### src/rtl/ncr5380x_pkg.sv
// ncr5380x_pkg: register addresses, control bit indices and DMA state encoding
package ncr5380x_pkg;
  localparam logic [2:0] R_CUR = 3'd0;
  localparam logic [2:0] R_ICR = 3'd1;
  localparam logic [2:0] R_MR  = 3'd2;
  localparam logic [2:0] R_TCR = 3'd3;
  localparam logic [2:0] R_CSR = 3'd4;
  localparam logic [2:0] R_BSR = 3'd5;
  localparam logic [2:0] R_IDR = 3'd6;
  localparam logic [2:0] R_RPI = 3'd7;
  localparam logic [2:0] W_ODR = 3'd0;
  localparam logic [2:0] W_ICR = 3'd1;
  localparam logic [2:0] W_MR  = 3'd2;
  localparam logic [2:0] W_TCR = 3'd3;
  localparam logic [2:0] W_SDS = 3'd5;
  localparam logic [2:0] W_SDI = 3'd7;
  localparam int MR_ARB  = 0;
  localparam int MR_DMA  = 1;
  localparam int MR_MBSY = 2;
  localparam int MR_EOPI = 3;
  localparam int ICR_DBUS = 0;
  localparam int ICR_ATN  = 1;
  localparam int ICR_SEL  = 2;
  localparam int ICR_BSY  = 3;
  localparam int ICR_ACK  = 4;
  localparam int TCR_IO  = 0;
  localparam int TCR_MSG = 2;
  typedef enum logic [1:0] {S_IDLE, S_ARMED, S_ACK, S_DONE} dma_state_e;
endpackage

### src/rtl/ncr5380x_dma.sv
// ncr5380x_dma: DMA handshake FSM with EOP latch and ce-gated ACK register
import ncr5380x_pkg::*;
module ncr5380x_dma (
  input  logic clk,
  input  logic reset,
  input  logic ce,
  input  logic en,
  input  logic abort,
  input  logic arm,
  input  logic dma_pulse,
  input  logic req,
  input  logic pmatch,
  input  logic eop,
  output logic drq,
  output logic ack_q,
  output logic pm_evt,
  output logic done_entry,
  output logic end_dma
);
  dma_state_e state, nxt;
  logic eop_q;
  // state register and EOP latch, which forgets on every return to IDLE
  always_ff @(posedge clk or posedge reset)
    if (reset) begin
      state <= S_IDLE;
      eop_q <= 1'b0;
    end else begin
      state <= nxt;
      eop_q <= (nxt == S_IDLE) ? 1'b0 : eop_q | (eop && (state == S_ARMED || state == S_ACK));
    end
  // ACK to the bus follows the ACK state at the SCSI-side rate
  always_ff @(posedge clk or posedge reset)
    if (reset) ack_q <= 1'b0;
    else if (ce) ack_q <= state == S_ACK;
  // next state and handshake outputs; disable or bus reset wins over everything
  always_comb begin
    drq = state == S_ARMED && req && pmatch;
    pm_evt = state == S_ARMED && req && !pmatch;
    nxt = (!en || abort) ? S_IDLE :
          (state == S_IDLE && arm) ? S_ARMED :
          (state == S_ARMED && dma_pulse && req) ? S_ACK :
          (state == S_ACK && !req) ? ((eop_q || eop) ? S_DONE : S_ARMED) : state;
    done_entry = nxt == S_DONE && state != S_DONE;
  end
  assign end_dma = state == S_DONE;
endmodule

### src/rtl/ncr5380x.sv
// ncr5380x: NCR 5380 initiator front-end for N targets; NCR5380X_IRQ_EN enables the interrupt latch
import ncr5380x_pkg::*;
module ncr5380x #(
  parameter int NUM_TARGETS = 2,
  parameter int DW = 8,
  localparam int SW = NUM_TARGETS > 1 ? $clog2(NUM_TARGETS) : 1
) (
  input  logic                    clk,
  input  logic                    reset,
  input  logic                    ce,
  input  logic                    bus_cs,
  input  logic                    bus_we,
  input  logic [2:0]              bus_rs,
  input  logic                    dack,
  input  logic                    eop,
  input  logic [DW-1:0]           wdata,
  output logic [DW-1:0]           rdata,
  output logic                    irq,
  output logic                    drq,
  output logic                    scsi_rst,
  output logic                    scsi_sel,
  output logic                    scsi_atn,
  output logic                    scsi_ack,
  output logic [DW-1:0]           scsi_dout,
  input  logic [NUM_TARGETS-1:0]  tgt_bsy,
  input  logic [NUM_TARGETS-1:0]  tgt_req,
  input  logic [NUM_TARGETS-1:0]  tgt_msg,
  input  logic [NUM_TARGETS-1:0]  tgt_cd,
  input  logic [NUM_TARGETS-1:0]  tgt_io,
  input  logic [NUM_TARGETS*DW-1:0] tgt_dout,
  output logic [SW-1:0]           tgt_sel_idx
);
  localparam logic [DW-1:0] IDLE_DIN = DW'(8'h55);
  logic [7:0] mr;
  logic [3:0] tcr;
  logic icr_rst;
  logic [4:0] icr_lo;
  logic [DW-1:0] dout, din, cur;
  logic [3:0] lvl, lvl_q, lvl_qq, edg;
  logic dma_wr, dma_rd, reg_wr, reg_rd, rpi_rd, arm;
  logic req, msg, cd, io, any_bsy, scsi_bsy, pmatch;
  logic [SW-1:0] sel_q;
  logic act_q, busy_loss, busy_err;
  logic ack_q, pm_evt, done_entry, end_dma;
  logic [7:0] csr, bsr;
  assign lvl = {bus_cs & bus_we & dack, bus_cs & ~bus_we & dack, bus_cs & bus_we & ~dack, bus_cs & ~bus_we & ~dack};
  assign edg = lvl_q & ~lvl_qq;
  assign dma_wr = edg[3];
  assign dma_rd = edg[2] & ~edg[3];
  assign reg_wr = edg[1] & ~|edg[3:2];
  assign reg_rd = edg[0] & ~|edg[3:1];
  assign rpi_rd = reg_rd && bus_rs == R_RPI;
  assign arm = reg_wr && (bus_rs == W_SDS || bus_rs == W_SDI);
  // strobe levels are registered twice so each rising edge yields one pulse
  always_ff @(posedge clk or posedge reset)
    if (reset) {lvl_q, lvl_qq} <= '0;
    else {lvl_q, lvl_qq} <= {lvl, lvl_q};
  // lowest busy slot wins; with nobody busy the bus floats to the idle pattern
  always_comb begin
    tgt_sel_idx = '0;
    {req, msg, cd, io} = 4'b0;
    din = IDLE_DIN;
    for (int k = NUM_TARGETS - 1; k >= 0; k--)
      if (tgt_bsy[k]) begin
        tgt_sel_idx = SW'(k);
        {req, msg, cd, io} = {tgt_req[k], tgt_msg[k], tgt_cd[k], tgt_io[k]};
        din = tgt_dout[k*DW +: DW];
      end
  end
  assign any_bsy = |tgt_bsy;
  assign busy_loss = mr[MR_MBSY] & act_q & ~tgt_bsy[sel_q];
  // register file and busy-loss tracking of the previously active slot
  always_ff @(posedge clk or posedge reset)
    if (reset) begin
      mr <= '0;
      tcr <= '0;
      icr_rst <= 1'b0;
      icr_lo <= '0;
      dout <= '0;
      sel_q <= '0;
      act_q <= 1'b0;
      busy_err <= 1'b0;
    end else begin
      if (reg_wr && bus_rs == W_MR) mr <= wdata[7:0];
      if (reg_wr && bus_rs == W_TCR) tcr <= wdata[3:0];
      if (reg_wr && bus_rs == W_ICR) {icr_rst, icr_lo} <= {wdata[7], wdata[4:0]};
      if (dma_wr || (reg_wr && bus_rs == W_ODR)) dout <= wdata;
      sel_q <= tgt_sel_idx;
      act_q <= any_bsy;
      busy_err <= busy_loss | (busy_err & ~rpi_rd);
    end
  ncr5380x_dma u_dma (
    .clk(clk), .reset(reset), .ce(ce), .en(mr[MR_DMA]), .abort(icr_rst), .arm(arm),
    .dma_pulse(dma_wr | dma_rd), .req(req), .pmatch(pmatch), .eop(eop),
    .drq(drq), .ack_q(ack_q), .pm_evt(pm_evt), .done_entry(done_entry), .end_dma(end_dma)
  );
`ifdef NCR5380X_IRQ_EN
  // interrupt latch: mismatch, DMA end or busy loss set it; reg-7 read or bus reset clear it
  always_ff @(posedge clk or posedge reset)
    if (reset) irq <= 1'b0;
    else irq <= (rpi_rd || icr_rst) ? 1'b0 :
                irq | (pm_evt & mr[MR_DMA]) | (done_entry & mr[MR_EOPI]) | busy_loss;
`else
  assign irq = 1'b0 & (pm_evt | done_entry);
`endif
  assign pmatch = tcr[TCR_MSG:TCR_IO] == {msg, cd, io};
  assign scsi_bsy = icr_lo[ICR_BSY] | any_bsy | mr[MR_ARB];
  assign scsi_rst = icr_rst;
  assign scsi_sel = icr_lo[ICR_SEL];
  assign scsi_atn = icr_lo[ICR_ATN];
  assign scsi_ack = icr_lo[ICR_ACK] | ack_q;
  assign scsi_dout = dout;
  assign cur = (icr_lo[ICR_DBUS] | mr[MR_ARB]) ? dout : din;
  assign csr = {icr_rst, scsi_bsy, req, msg, cd, io, scsi_sel, 1'b0};
  assign bsr = {end_dma, drq, 1'b0, irq, pmatch, busy_err, scsi_atn, scsi_ack};
  // combinational host read mux; any DMA access sees the current data
  always_comb
    rdata = (dack || bus_rs == R_CUR || bus_rs == R_IDR) ? cur :
            bus_rs == R_ICR ? DW'({icr_rst, mr[MR_ARB], 1'b0, icr_lo}) :
            bus_rs == R_MR  ? DW'(mr) :
            bus_rs == R_TCR ? DW'(tcr) :
            bus_rs == R_CSR ? DW'(csr) :
            bus_rs == R_BSR ? DW'(bsr) : '1;
endmodule

### config.mk
export PLATFORM = sky130hd
export DESIGN_NAME = ncr5380x
export DESIGN_NICKNAME = d
export VERILOG_FILES = /design/src/rtl/ncr5380x_pkg.sv /design/src/rtl/ncr5380x_dma.sv /design/src/rtl/ncr5380x.sv
export SDC_FILE = /design/constraint.sdc
export NUM_CORES = 1
export LEC_CHECK = 0
export CAP_MARGIN = 20
export CELL_PAD_IN_SITES_DETAIL_PLACEMENT = 0
export CELL_PAD_IN_SITES_GLOBAL_PLACEMENT = 1
export CORE_ASPECT_RATIO = 0.6
export CORE_MARGIN = 4
export CORE_UTILIZATION = 32
export DETAILED_ROUTE_END_ITERATION = 7
export PLACE_DENSITY_LB_ADDON = 0.1
export SETUP_SLACK_MARGIN = 0.1
export SLEW_MARGIN = 0
export SYNTH_ARGS = -nofsm -noshare
export SYNTH_HDL_FRONTEND = slang
export SYNTH_SLANG_ARGS = --single-unit
### constraint.sdc
create_clock -name clk -period 1.65 [get_ports clk]
set_input_delay 0.33 -clock clk [delete_from_list [all_inputs] [get_ports clk]]
set_output_delay 0.33 -clock clk [all_outputs]
set_load 0.02 [all_outputs]
* After elaboration in Yosys (flattened, before gate mapping) *
Index checks and enable logic that the tools add are counted.

storage, ports and cells
  flip-flop bits (word level) = 41
  bits in latches = 0
  memory bits (writable) = 0
  bits in read-only memories = 0
  input bits = 44
  output and inout port bits = 23
  word-level logic and storage cells = 108
  memories kept = 0

cells by class
  add/subtract/negate cells = 0
  $mul = 0
  divide/modulo/power cells = 0
  magnitude comparators = 1
  equality and inequality tests = 11
  shift operators = 0
  multiplexer cells = 27
  bitwise logic cells = 26
  reduce and logical (&&, ||, !) cells = 30

operators with widths
  kind                                                                   count
  8-bit 2-to-1 mux                                                       9
  1-bit logical AND                                                      13
  1-bit 2-to-1 mux                                                       13
  1-bit bitwise AND                                                      12
  3-bit equality test, second input constant                             4
  2-bit 2-to-1 mux                                                       5
  1-bit logical OR                                                       7
  1-bit bitwise OR                                                       7
  3-bit by 2-bit equality test with 1-bit output, second input constant  2
  1-bit inverter                                                         5
  4-bit bitwise AND                                                      1
  2-bit equality test, second input constant                             2
  1-bit logical NOT                                                      4
  2-bit logical NOT                                                      2
  4-bit inverter                                                         1
  2-bit OR reduction                                                     2
  3-bit by 1-bit equality test with 1-bit output, second input constant  1
  3-bit equality test                                                    1
  3-bit logical NOT                                                      1
  3-bit OR reduction                                                     1
  2-bit by 1-bit equality test with 1-bit output, second input constant  1
  1-bit by 2-bit < comparator with 1-bit output, second input constant   1

* Longest topological paths before layout *
Gate-level depths: netlist of run 1.

  depth after elaboration = 12
  mapped depth = 6
  mapped depth without buffers = 6

* Hierarchy *
A second synthesis of run 1 with hierarchy kept.

unflattened totals
  cell total of the unflattened synthesis = 225
  area, all modules = 2338.5 sq um

by module, submodules not included
  module        times used  cells an instance  area an instance (sq um)  seq. area each (sq um)
  ncr5380x      1           197                2048.2                    925.9
  ncr5380x_dma  1           28                 290.3                     100.1

* Least setup slack after synthesis of run 1 *
Ideal clock, no wire load.

  kind = input to output
  from = in tgt_bsy[0]
  to = out rdata[5]
  arrival = 1.775 ns
  data required time = 1.320 ns
  slack = -0.455 ns
  cell stages on the path = 5
  buffers on the path = 0
  cells stage by stage = nand2b_2 > inv_2 > a22o_1 > a22oi_1 > o311ai_0

between the ends
  longest elaborated chain between the ends = 6
  elaborated cells on any way between the ends = 8
  those cells by class = mux: 8

ends and longest elaborated chain
  what                RTL line         RTL
  start: declaration  ncr5380x.sv:25   input logic [NUM_TARGETS-1:0] tgt_bsy,
  1-bit 2-to-1 mux    ncr5380x.sv:64   if (tgt_bsy[k]) begin
  8-bit 2-to-1 mux    ncr5380x.sv:122  bus_rs == R_CSR ? DW'(csr) :
  8-bit 2-to-1 mux    ncr5380x.sv:121  bus_rs == R_TCR ? DW'(tcr) :
  8-bit 2-to-1 mux    ncr5380x.sv:120  bus_rs == R_MR ? DW'(mr) :
  8-bit 2-to-1 mux    ncr5380x.sv:119  bus_rs == R_ICR ? DW'({icr_rst, mr[MR_ARB], 1'b0, icr_lo}) :
  8-bit 2-to-1 mux *  ncr5380x.sv:118  rdata = (dack || bus_rs == R_CUR || bus_rs == R_IDR) ? cur :
  end: declaration    ncr5380x.sv:17   output logic [DW-1:0] rdata,

Every way passes the cells marked *; elsewhere a longest branch is shown, timed or not.

* Final worst setup path of run 1 *
  from = reg mr[0]
  to = out rdata[5]

between the ends
  longest elaborated chain between the ends = 3

ends and longest elaborated chain
  what                      RTL line         RTL
  start: declaration        ncr5380x.sv:34   logic [7:0] mr;
  start signal: assignment  ncr5380x.sv:84   if (reg_wr && bus_rs == W_MR) mr <= wdata[7:0];
  1-bit bitwise OR          ncr5380x.sv:113  assign cur = (icr_lo[ICR_DBUS] | mr[MR_ARB]) ? dout : din;
  8-bit 2-to-1 mux          ncr5380x.sv:113
  8-bit 2-to-1 mux          ncr5380x.sv:118

No other way between the ends.

==> results of run 1 <==
-- kinds of logic (layout without fill, tap and decap cells) --
logic type	after synthesis	in the layout	share of synthesized area
simple gates	69	69	0.1550
compound gates	57	57	0.1798
flops	41	41	0.4508
mux	29	29	0.1435
buf+inv	20	157	0.03573
fa+ha+maj	4	4	0.02199
xor+xnor	3	3	0.01155
other cells	1	1	0.001648
-- critical path: cells and delay by family, from the launching register on --
family                 cells  cell delay [ns]
flip-flops                 1             0.41
AO/OA/AOI/OAI              3             0.55
AND/OR/NAND/NOR            1             0.26
buffers and inverters      2             0.32
-- routing by layer --
layer  vias to the layer above  global-route usage  wire length [um]
met5                         -                   0                 0
met4                         0             0.04835                76
met3                         9             0.05761               548
met2                        90              0.2810              3225
met1                      1079              0.3285              4400
li1                       1103                   -                 -
-- synth_stat cells (all sizes together), types with 2 or more instances --
| cell | n |
|---|---|
| or3 | 2 |
| xnor2 | 3 |
| ha | 4 |
| a21oi | 8 |
| dfrtp | 41 |
| nor2b | 7 |
| nand2b | 6 |
| nand2 | 24 |
| clkbuf | 6 |
| a31oi | 2 |
| o22ai | 7 |
| nand3 | 5 |
| nor3 | 2 |
| a221o | 4 |
| o211ai | 6 |
| inv | 11 |
| mux2 | 29 |
| a22oi | 3 |
| a22o | 3 |
| nor3b | 2 |
| o21ai | 10 |
| a222oi | 2 |
| o221ai | 2 |
| or2 | 5 |
| nor2 | 11 |
| buf | 3 |
-- repair_timing --
action,in CTS,in global routing
hold endpoints to repair,0,0
resized for setup,144,15
pin swaps,25,10
buffers inserted,8,2
endpoints found under the setup margin,52,40
hold buffers,0,0
-- stage by stage --
stage               area [um^2]  total power [uW]
floorplan                  2405              1871
global placement           3595              2558
detailed placement         3595              2559
CTS                        4011              3781
global route               4063              3958
finish                     4063              3783
-- how the worst max path moves through the flow --
| stage | start | end | slack (ns) |
|---|---|---|---|
| 2_1_floorplan | mr[0] | rdata[6] | -0.08 |
| 3_3_place_gp | tgt_bsy[1] | rdata[6] | -1.25 |
| 3_5_place_dp | tgt_bsy[1] | rdata[6] | -1.23 |
| 4_1_cts | mr[0] | rdata[5] | -0.54 |
| 5_1_grt | mr[0] | rdata[5] | -0.58 |
| 6_report | mr[0] | rdata[5] | -0.52 |
-- where the power goes --
| group | internal, uW | total, uW | switching (uW) | leakage (uW) |
|---|---|---|---|---|
| combinational | 747 | 1380 | 635 | 0.00131 |
| clock | 717 | 1140 | 418 | 0.0000810 |
| sequential | 1150 | 1270 | 120 | 0.000527 |
-- sequential cells by signal, summed over array words and instances (netlist names) --
register	flops
act_q	1
busy_err	1
icr_lo	5
lvl_q	4
lvl_qq	4
mr	8
scsi_dout	8
scsi_rst	1
sel_q	1
tcr	4
u_dma.ack_q	1
u_dma.eop_q	1
u_dma.state	2
-- area by class of cell --
cell class | count | area [um^2]
inverter | 11 | 48.80
tap | 87 | 108.9
timing repair buffer | 138 | 1234
clock buffer | 6 | 128.9
clock inverter | 2 | 38.79
multi-input combinational | 163 | 1478
sequential | 41 | 1026
fill | 590 | 2729
==> results.toml, run 1 <==
[place]
place_ws_ns = -1.226
finalWeightedCongestion = 0.8936
io_buffer_count = 65
dpl.hpwl_mm = 6.263
placedCellCount = 430

[floorplanning]
dieArea_um2 = 8570
die_height_um = 73.33
core_um2 = 6792
rows = 23
io_pins = 67
die_w_um = 116.9
initial_utilization = 0.3351

[synthesis]
avgSynthCellArea_um2 = 10.16
synth-main-ff-cell = "dfrtp_1"
synth-edff-count = 0
ys_warn_count = 0
synth_top_area_frac = 0.4508
synth_area_um2 = 2276
async_flop_share = 1.000
synth_cell_types = 48
synth_cells = 224
ys_seq_elements = 41
synth_nets = 272
yosysTopAreaCell = "dfrtp_1"
synthTopCellsByArea = "dfrtp_1 (45%), mux2_2 (14%), nand2_1 (4.0%), ha_1 (2.2%), o21ai_0 (2.2%)"
seq_area_frac_synth = 0.4508

[run_status]
status = "complete, but fails checks"
violations = "setup timing"

[final_layout]
fin_util = 0.5982
drive_gt1_frac = 0.4792
final_common_cell = "buf_4"
syn_to_final_growth_pct = 78.50
fin_nets = 408
antenna_cells = 0
final_cell_mix = "buf_4 (65), dfrtp_1 (41), clkdlybuf4s50_1 (30)"
stdcell_count = 448

[global_routing]
grt-ovfl-total = 0
grt_pass1_wl_mm = 13.14
grt_antenna_before_repair = 0
grt_start_max_net_pins = 42
grt_pass1_vias = 2347
grt_usage = 0.2094

[min_path]
hold_class = "input port to register"
min_to = "act_q"
min_path_cells = 3
hp-start = "tgt_bsy[0]"

[critical_path]
crit_chain = "buf_6 -> or2_4 -> a221o_1 -> o211ai_1 -> o311ai_2 -> buf_4"
regToRegSetupSlack_ns = 0
r2r_start = "u_dma.state[0]"
cp_data_arrival_time_ns = 1.84
end_kind = "output pin"
critPathSlowestCell = "dfrtp_1"
path_class = "register to output pin"
worstPathRequired_ns = 1.32
slowest_delay_ns = 0.41
ff2ff_path_depth = 8
start_kind = "register"
critPathMaxFanout = 6
r2r_end = "u_dma.state[1]"

[sta]
fin_crit_ns = 2.165
timing.hold.ws_ns = 0.3736
fin_setup_tns_ns = -3.768
fin_skew_ns = 0.008479
setup_ws_ns = -0.5151
hold_viol = 0
rsz0062_at_grt = "yes"
finalCritPeriodShare = 1.312
setup_viol_count_final = 10
fmax_mhz = 461.9
drv_slew = 0

[clock_network]
cts.sinks = 41
tritoncts = "yes"
clockBufferDepth = 2
root_buffer = "clkbuf_16"
htree_levels = 2
clkTransAtPathRegs_ns = 0.06
clk_latency_ns = 0.29
numCtsBuffers = 5

[detailed_routing]
antenna_left = 0
drtPass1Iterations = 4
drtIter0Drc = 197
avgRoutedWirePerCell_um = 18.42
drc_errors = 0
detailroute.via_count = 2281
vias_per_cell = 5.092
wl_mm = 8.251

[job]
maxCapViolCount = 0

[pwr]
leakagePower_uw = 0.001914
power.density_nw_per_um2 = 931.1
vdd_drop_max_v = 0.0005427
(Power assumes the default switching activity.)
==> inputs of run 2 (changes only) <==
--- a/config.mk
+++ b/config.mk
@@ -12,6 +12,7 @@
 export CORE_MARGIN = 4
 export CORE_UTILIZATION = 32
 export DETAILED_ROUTE_END_ITERATION = 7
+export MAX_ROUTING_LAYER = met4
 export PLACE_DENSITY_LB_ADDON = 0.1
 export SETUP_SLACK_MARGIN = 0.1
 export SLEW_MARGIN = 0
==> results.toml, run 2 (synthesis results as in run 1) <==
[global_routing]
grt_pass1_wl_mm = 13.26
grt_antenna_before_repair = 0
grt_start_max_net_pins = 42
grt_usage = 0.2128
grt-ovfl-total = 0
grt_pass1_vias = 2383

[critical_path]
critPathMaxFanout = 6
r2r_end = "scsi_dout[6]"
crit_chain = "buf_6 -> or2_4 -> a221o_1 -> o211ai_1 -> o311ai_2 -> buf_4"
critPathSlowestCell = "dfrtp_1"
worstPathRequired_ns = 1.32
slowest_delay_ns = 0.41
path_class = "register to output pin"
end_kind = "output pin"
start_kind = "register"
cp_data_arrival_time_ns = 1.86
regToRegSetupSlack_ns = -0.01
ff2ff_path_depth = 7
r2r_start = "lvl_q[3]"

[place]
io_buffer_count = 65
dpl.hpwl_mm = 6.288
finalWeightedCongestion = 0.8922
dpl_cell_area_um2 = 3587
place_ws_ns = -1.268

[min_path]
hp-start = "lvl_q[3]"
hold_class = "register to register"
min_to = "lvl_qq[3]"
min_path_cells = 0

[job]
maxCapViolCount = 0

[floorplanning]
core_um2 = 6792
die_w_um = 116.9
die_height_um = 73.33
rows = 23
dieArea_um2 = 8570
initial_utilization = 0.3351
io_pins = 67

[clock_network]
clk_latency_ns = 0.28
numCtsBuffers = 5
clockBufferDepth = 2
clkTransAtPathRegs_ns = 0.06
hold_buffers = 0
root_buffer = "clkbuf_16"
cts.sinks = 41
htree_levels = 2
tritoncts = "yes"

[detailed_routing]
avgRoutedWirePerCell_um = 18.57
vias_per_cell = 5.077
drtPass1Iterations = 5
drtIter0Drc = 133
wl_mm = 8.392
antenna_left = 0
drc_errors = 0
detailroute.via_count = 2295

[sta]
finalCritPeriodShare = 1.325
fmax_mhz = 457.5
hold_viol = 0
setup_ws_ns = -0.5358
drv_slew = 0
fin_crit_ns = 2.186
rsz0062_at_grt = "yes"
fin_skew_ns = 0.003757
setup_viol_count_final = 16
fin_setup_tns_ns = -3.761

[final_layout]
drive_gt1_frac = 0.4959
fin_area_um2 = 4146
syn_to_final_growth_pct = 82.19
fillers = 579
final_common_cell = "buf_4"
fin_nets = 412
final_cell_mix = "buf_4 (65), dfrtp_1 (41), clkdlybuf4s50_1 (30)"
antenna_cells = 0

[run_status]
status = "complete, but fails checks"
violations = "setup timing"

[pwr]
power.density_nw_per_um2 = 932.6
vdd_drop_max_v = 0.0004787
leakagePower_uw = 0.001906
[run 2: cell count changes in the layout (fill, tap and decap cells not counted), sizes merged]
cell / previous run / this run
buf: 85 / 89
clkbuf: 8 / 6
clkdlybuf4s15: 0 / 1
clkinv: 1 / 0
clkinvlp: 0 / 1
dlygate4sd2: 21 / 22
[run 2: power by group]
part,internal (uW),leakage [uW],switching [uW]
Clock,755,0.0000831,405
Combinational,772,0.00130,649
Sequential,1150,0.000527,139
Total,2670,0.00191,1190
[run 2: timing repair]
item / in CTS / in global routing
setup buffers: 10 / 4
cloned: 1 / 0
pin swaps: 22 / 14
gates resized for setup: 136 / 21
setup endpoints to repair: 52 / 39
[run 2: metal layers]
layer,vias to the layer above,wire [um],track usage
met5,-,0,-
met2,82,3360,0.2760
li1,1111,-,-
met4,0,35,0.02799
met3,4,536,0.03786
met1,1098,4460,0.3450
[run 2: worst max-delay path, delay by kind of cell, from the launching register on]
family / cells / cell delay [ns]
and+or+nand+nor: 1 / 0.29
DFF: 1 / 0.41
AOI/OAI and AO/OA: 3 / 0.55
buffers and inverters: 2 / 0.32
[run 2: worst max-delay path by stage]
stage	from	to	cells after the start
2_1_floorplan	mr[0]	rdata[6]	5
3_3_place_gp	tgt_bsy[1]	rdata[6]	9
3_5_place_dp	tgt_bsy[1]	rdata[6]	9
4_1_cts	mr[0]	rdata[5]	6
5_1_grt	mr[0]	rdata[6]	6
6_report	mr[0]	rdata[5]	6
[run 2: area by class of cell]
class	instances	area (um^2)	share of cell area
multi-input combinational	163	1508	0.3636
tap	87	108.9	0.02625
clock buffer	6	138.9	0.03349
clock inverter	2	37.54	0.009052
sequential	41	1026	0.2474
timing repair buffer	142	1279	0.3084
inverter	11	48.80	0.01177
[run 2: per-stage QoR]
stage / std cells / power [uW] / hold WS (ns) / util
after floorplan: 224 / 1871 / 0.3465 / -
after detailed placement: 429 / 2553 / 0.3709 / 0.5282
final: 452 / 3867 / 0.3966 / 0.6105
after CTS: 448 / 3766 / 0.3942 / 0.5917
after global placement: 429 / 2551 / 0.3595 / 0.5282
after global routing: 452 / 4058 / 0.4011 / 0.6105
